$ cat src/rtl/fft16_twiddle_sequencer.sv
// Walks the 4 radix-2 DIT stages x 8 butterflies of a 16-point FFT and streams
// the selected (optionally conjugated) twiddle plus data addresses downstream.
module fft16_twiddle_sequencer #(
  parameter int unsigned N    = 16,
  parameter bit          CONJ = 1'b1
) (
  input  logic           clk,
  input  logic           rst,
  input  logic           start,
  input  logic [8*N-1:0] tw_re_bus,
  input  logic [8*N-1:0] tw_im_bus,
  input  logic           out_ready,
  output logic           out_valid,
  output logic [N-1:0]   tw_re,
  output logic [N-1:0]   tw_im,
  output logic [3:0]     addr_top,
  output logic [3:0]     addr_bot,
  output logic [1:0]     stage,
  output logic           last,
  output logic           busy,
  output logic           done
);

  localparam int unsigned NSLOT = 8;

  typedef enum logic [1:0] {
    ST_IDLE = 2'd0,
    ST_RUN  = 2'd1,
    ST_DONE = 2'd2
  } state_t;

  state_t         state_q;
  logic [1:0]     stage_q;
  logic [2:0]     bfly_q;
  logic           valid_q;
  logic [N-1:0]   re_q;
  logic [N-1:0]   im_q;
  logic [3:0]     top_q;
  logic [3:0]     bot_q;
  logic           last_q;
  logic           busy_q;
  logic           done_q;

  logic           xfer;
  logic [1:0]     stage_d;
  logic [2:0]     bfly_d;
  logic [2:0]     k_d;
  logic [3:0]     top_d;
  logic [3:0]     bot_d;
  logic [N-1:0]   sel_re;
  logic [N-1:0]   sel_im;
  logic [N-1:0]   re_d;
  logic [N-1:0]   im_d;

  assign xfer = valid_q & out_ready;

  // Index of the item to load next: (0,0) from IDLE, otherwise the successor.
  always_comb begin
    stage_d = 2'd0;
    bfly_d  = 3'd0;
    if (state_q != ST_IDLE) begin
      bfly_d  = bfly_q + 3'd1;
      stage_d = (bfly_q == 3'd7) ? stage_q + 2'd1 : stage_q;
    end
  end

  // Butterfly geometry: p is the low s bits of b, the group index sits above it.
  always_comb begin
    k_d   = 3'd0;
    top_d = 4'd0;
    case (stage_d)
      2'd0: begin
        k_d   = 3'd0;
        top_d = {bfly_d, 1'b0};
      end
      2'd1: begin
        k_d   = {bfly_d[0], 2'b00};
        top_d = {bfly_d[2:1], 1'b0, bfly_d[0]};
      end
      2'd2: begin
        k_d   = {bfly_d[1:0], 1'b0};
        top_d = {bfly_d[2], 1'b0, bfly_d[1:0]};
      end
      default: begin
        k_d   = bfly_d;
        top_d = {1'b0, bfly_d};
      end
    endcase
    bot_d = top_d + (4'd1 << stage_d);
  end

  always_comb begin
    sel_re = '0;
    sel_im = '0;
    for (int i = 0; i < int'(NSLOT); i++) begin
      if (3'(i) == k_d) begin
        sel_re = tw_re_bus[i*N +: N];
        sel_im = tw_im_bus[i*N +: N];
      end
    end
    re_d = sel_re;
    im_d = CONJ ? ({N{1'b0}} - sel_im) : sel_im;
  end

  always_ff @(posedge clk or posedge rst) begin
    if (rst) begin
      state_q <= ST_IDLE;
      stage_q <= 2'd0;
      bfly_q  <= 3'd0;
      valid_q <= 1'b0;
      re_q    <= '0;
      im_q    <= '0;
      top_q   <= 4'd0;
      bot_q   <= 4'd0;
      last_q  <= 1'b0;
      busy_q  <= 1'b0;
      done_q  <= 1'b0;
    end else begin
      case (state_q)
        ST_IDLE: begin
          done_q <= 1'b0;
          if (start) begin
            state_q <= ST_RUN;
            valid_q <= 1'b1;
            busy_q  <= 1'b1;
            stage_q <= stage_d;
            bfly_q  <= bfly_d;
            re_q    <= re_d;
            im_q    <= im_d;
            top_q   <= top_d;
            bot_q   <= bot_d;
            last_q  <= (bfly_d == 3'd7);
          end
        end
        ST_RUN: begin
          if (xfer) begin
            if (last_q && (stage_q == 2'd3)) begin
              state_q <= ST_DONE;
              valid_q <= 1'b0;
              done_q  <= 1'b1;
            end else begin
              stage_q <= stage_d;
              bfly_q  <= bfly_d;
              re_q    <= re_d;
              im_q    <= im_d;
              top_q   <= top_d;
              bot_q   <= bot_d;
              last_q  <= (bfly_d == 3'd7);
            end
          end
        end
        ST_DONE: begin
          state_q <= ST_IDLE;
          done_q  <= 1'b0;
          busy_q  <= 1'b0;
          stage_q <= 2'd0;
          bfly_q  <= 3'd0;
        end
        default: begin
          state_q <= ST_IDLE;
          valid_q <= 1'b0;
          busy_q  <= 1'b0;
          done_q  <= 1'b0;
        end
      endcase
    end
  end

  assign out_valid = valid_q;
  assign tw_re     = re_q;
  assign tw_im     = im_q;
  assign addr_top  = top_q;
  assign addr_bot  = bot_q;
  assign stage     = stage_q;
  assign last      = last_q;
  assign busy      = busy_q;
  assign done      = done_q;

endmodule

$ cat config.mk
export PLATFORM = sky130hd
export DESIGN_NAME = fft16_twiddle_sequencer
export DESIGN_NICKNAME = d
export VERILOG_FILES = /design/src/rtl/fft16_twiddle_sequencer.sv
export SDC_FILE = /design/constraint.sdc
export NUM_CORES = 1
export LEC_CHECK = 0
export CAP_MARGIN = 0
export CORE_AREA = 2 2 118 120
export DETAILED_ROUTE_END_ITERATION = 6
export DIE_AREA = 0 0 120 122
export PLACE_DENSITY = 0.78
export SLEW_MARGIN = 25
export SYNTH_ARGS = -nofsm -noshare
export SYNTH_HDL_FRONTEND = slang
export SYNTH_SLANG_ARGS = --single-unit
$ cat constraint.sdc
create_clock -name clk -period 4.4 [get_ports clk]
set_input_delay 1.1 -clock clk [delete_from_list [all_inputs] [get_ports clk]]
set_output_delay 1.1 -clock clk [all_outputs]
set_load 0.02 [all_outputs]
==> flow_summary.json <==
{
  "netlist_top_cells_count": "85 x nand2_1, 59 x o21ai_0, 51 x dfrtp_1, 37 x a222oi_1, 28 x a21oi_1",
  "post_route_cells_drive_above_1_share_pct": 8.461,
  "wire_length_of_the_first_global_routing_pass_um": 35400,
  "critical_path.reg2reg.startpoint": "bfly_q[0]",
  "setup.reg_to_reg.worst_slack_ns": 0.21,
  "route.vias.total": 6139,
  "maxCapViolations": 0,
  "cts_root_buf": "clkbuf_16",
  "h_tree_levels": 2,
  "grt.overflow.total": 0,
  "ioPinCount": 306,
  "critical_path.reg2reg.endpoint": "tw_im[15]",
  "synth_ff_type": "dfrtp_1",
  "synthesis.area_per_instance_um2": 8.169,
  "final-max-slew-violation-count": 0,
  "ys_ff_latch": 51,
  "netlist_area_um2": 4461,
  "comb_power_share_pct": 81.4,
  "worstSetupPathType": "reg -> reg",
  "synth_async_sr_flop_share_pct": 100.0,
  "p_sw_mw": 3.797,
  "synth-edff-count": 0,
  "wire_per_inst_um": 24.14,
  "routed_wirelength_um": 24910,
  "p_int_mw": 3.306,
  "finalHoldViolations": 0,
  "leading_area_contributor_after_synthesis": "dfrtp_1",
  "post-route-drc-count": 25,
  "total_leakage_power_nw": 3.175,
  "first_iter_violations": 692,
  "worst_path_largest_cell_delay_ns": 0.48,
  "yosys-top-cells-area": "dfrtp_1 29%, a222oi_1 8.3%, nand2_1 7.2%",
  "ant_nets": 0,
  "tns_ns": 0,
  "synth.top_cell.area_share_pct": 28.61,
  "finClkSkew_ns": 0.002839,
  "timing.final.crit_share_pct": 95.33,
  "finalWorstSetupSlack_ns": 0.2055,
  "yosysWarnings": 0,
  "instance_count_of_the_mapped_netlist": 546,
  "final_nets": 1118,
  "cp_capture_type": "register",
  "peakVddDrop_mv": 0.3771,
  "final-setup-viol-count": 0,
  "worst_setup_path_start_kind": "register",
  "seqPwrFrac_pct": 12.4,
  "die_h_um": 122,
  "clk_pin_slew_worst_paths_ns": 0.07,
  "power.clock.fraction_pct": 6.2,
  "clock_path_buffers": 2,
  "synth_most_common_cell": "nand2_1",
  "start_util_pct": 33.03,
  "tightestPinTransition_ns": 0.7833,
  "cts_made_buffers": 5,
  "die_width_um": 120,
  "maxClockFrequency_mhz": 238.4,
  "cp-endpoint": "tw_im[15]",
  "critPathRequiredTime_ns": 4.62,
  "dp_hpwl_um": 20450,
  "critPathSlowestCell": "or4_1",
  "groute.usage.overall_pct": 32.51,
  "cts_tree": "built",
  "cts_num_sinks": 51,
  "crit_arrival_ns": 4.41,
  "ys_seq_area_share_pct": 28.61,
  "rows": 43,
  "flow.area_growth_from_synthesis_pct": 79.64,
  "outcome": "finished, violations left",
  "port_buffers": 305,
  "switching_share_pct": 53.46,
  "slew_headroom_pct": 47.23,
  "core_region_area_um2": 13500,
  "unrepaired_setup_endpoints_after_global_routing": "false",
  "finalCriticalPeriod_ns": 4.195,
  "pre_cts_ws_ns": 0.2892,
  "clock_latency_ns": 0.29,
  "seq_area_um2": 1276,
  "multiInputGateArea_um2": 2977,
  "grt_max_degree": 52,
  "globalplace.congestion": 0.9868,
  "netlist-cell-type-count": 75,
  "critical_path.startpoint": "bfly_q[0]",
  "critical_path_peak_fanout": 10,
  "power_per_cell_area_nw_per_um2": 886.4,
  "timing.critical_path.cells": "ha_1, ha_1, xor2_4, mux2i_1, o22a_2, nand2_1, a211oi_1, o21ai_0, nor3_1, nand2_1, or4_1, a31oi_1",
  "detail_route.vias_per_cell": 5.949,
  "first_global_vias": 5795,
  "fillerInstances": 1196,
  "drt_pass1_iterations": 7,
  "violations": "design-rule violations",
  "timing.reg2reg.worst_path_depth": 12,
  "timing.hold.worst.class": "reg -> reg",
  "mappedNetlistNets": 814,
  "antenna_found_initial": 1,
  "die-area_um2": 14640
}
==> placed cells by master (no fill, tap or decap), types with 6 or more instances in the layout <==
master / instances
clkdlybuf4s50_1: 305
nand2_1: 84
o21ai_0: 59
dfrtp_1: 51
a222oi_1: 37
buf_4: 32
a21oi_1: 28
nor2_1: 26
a221oi_1: 22
inv_1: 17
nand3_1: 13
mux2i_1: 9
a22oi_1: 8
xnor2_1: 8
and3_1: 8
o21a_1: 7
a211oi_1: 7
ha_1: 7
o31ai_1: 6
o22ai_1: 6
==> worst max-delay path: cells and delay by family, from the launching register on <==
kind            cells  cell delay [ns]
xor+xnor            1             0.37
compound gates      4             1.30
mux                 1             0.47
simple gates        4             1.11
flops               1             0.39
fa+ha+maj           2             0.49
==> sequential cells by signal, summed over array words and instances (netlist names) <==
name,cells
busy,1
stage,2
addr_top,4
tw_re,16
bfly_q,3
state_q,2
tw_im,16
last,1
addr_bot,4
out_valid,1
done,1
==> repair_timing <==
action                     CTS  global route
gates resized for setup      0             4
setup endpoints to repair    0             2
setup buffers                0             0
hold buffers                 0             0
==> kinds of logic (layout without fill, tap and decap cells) <==
logic type	after synthesis	after routing	synth area share, %
simple gates	162	162	17.25
flops	51	51	28.61
compound gates	240	240	39.92
mux	13	13	3.029
other cells	0	1	0
fa+ha+maj	8	8	2.412
xor+xnor	14	14	3.170
buf+inv	58	363	5.610
==> metrics by stage <==
step / cell area [um2] / hold slack, ns / util (%) / instances / power, mW
after floorplan: 4461 / 0.4428 / - / 546 / 4.335
after global placement: 7812 / 0.4594 / 57.85 / 1023 / 6.433
after detailed placement: 7815 / 0.4670 / 57.87 / 1023 / 6.471
after CTS: 7984 / 0.4842 / 59.12 / 1031 / 6.929
after global routing: 8010 / 0.5033 / 59.32 / 1031 / 7.550
final: 8013 / 0.4771 / 59.33 / 1032 / 7.103
==> metal layers <==
| layer | routed length, um | global-route usage, % | up-vias |
|---|---|---|---|
| met1 | 10550 | 46.23 | 2858 |
| met2 | 10490 | 47.16 | 464 |
| li1 | - | - | 2763 |
| met5 | 0 | 0 | - |
| met4 | 802 | 9.779 | 0 |
| met3 | 3061 | 9.925 | 54 |
==> worst min path at each step <==
| stage | startpoint | end | slack (ns) | cells past startpoint |
|---|---|---|---|---|
| 3_3_place_gp | bfly_q[1] | bfly_q[1] | 0.46 | 2 |
| 2_1_floorplan | bfly_q[1] | bfly_q[1] | 0.44 | 2 |
| 4_1_cts | tw_im[1] | tw_im[1] | 0.48 | 2 |
| 3_5_place_dp | tw_im[1] | tw_im[1] | 0.47 | 2 |
| 6_report | tw_im[1] | tw_im[1] | 0.48 | 2 |
| 5_1_grt | tw_re[6] | tw_re[6] | 0.50 | 2 |
==> final cells by class <==
| class | instances | share of cell area (%) |
|---|---|---|
| Antenna cell | 1 | 0.03123 |
| Clock buffer | 5 | 1.562 |
| Clock inverter | 3 | 0.5465 |
| Inverter | 18 | 0.8745 |
| Multi-Input combinational cell | 437 | 37.15 |
| Sequential cell | 51 | 15.93 |
| Tap cell | 180 | 2.811 |
| Timing Repair Buffer | 337 | 41.10 |
==> power groups by stage <==
stage	logic [mW]	clock network, mW	registers, mW
2_1_floorplan	3.27	0	1.06
4_1_cts	5.60	0.451	0.879
5_1_grt	6.18	0.464	0.906
3_3_place_gp	5.56	0	0.877
6_report	5.78	0.442	0.881
3_5_place_dp	5.58	0	0.888
Power figures use the tool's default switching activity.
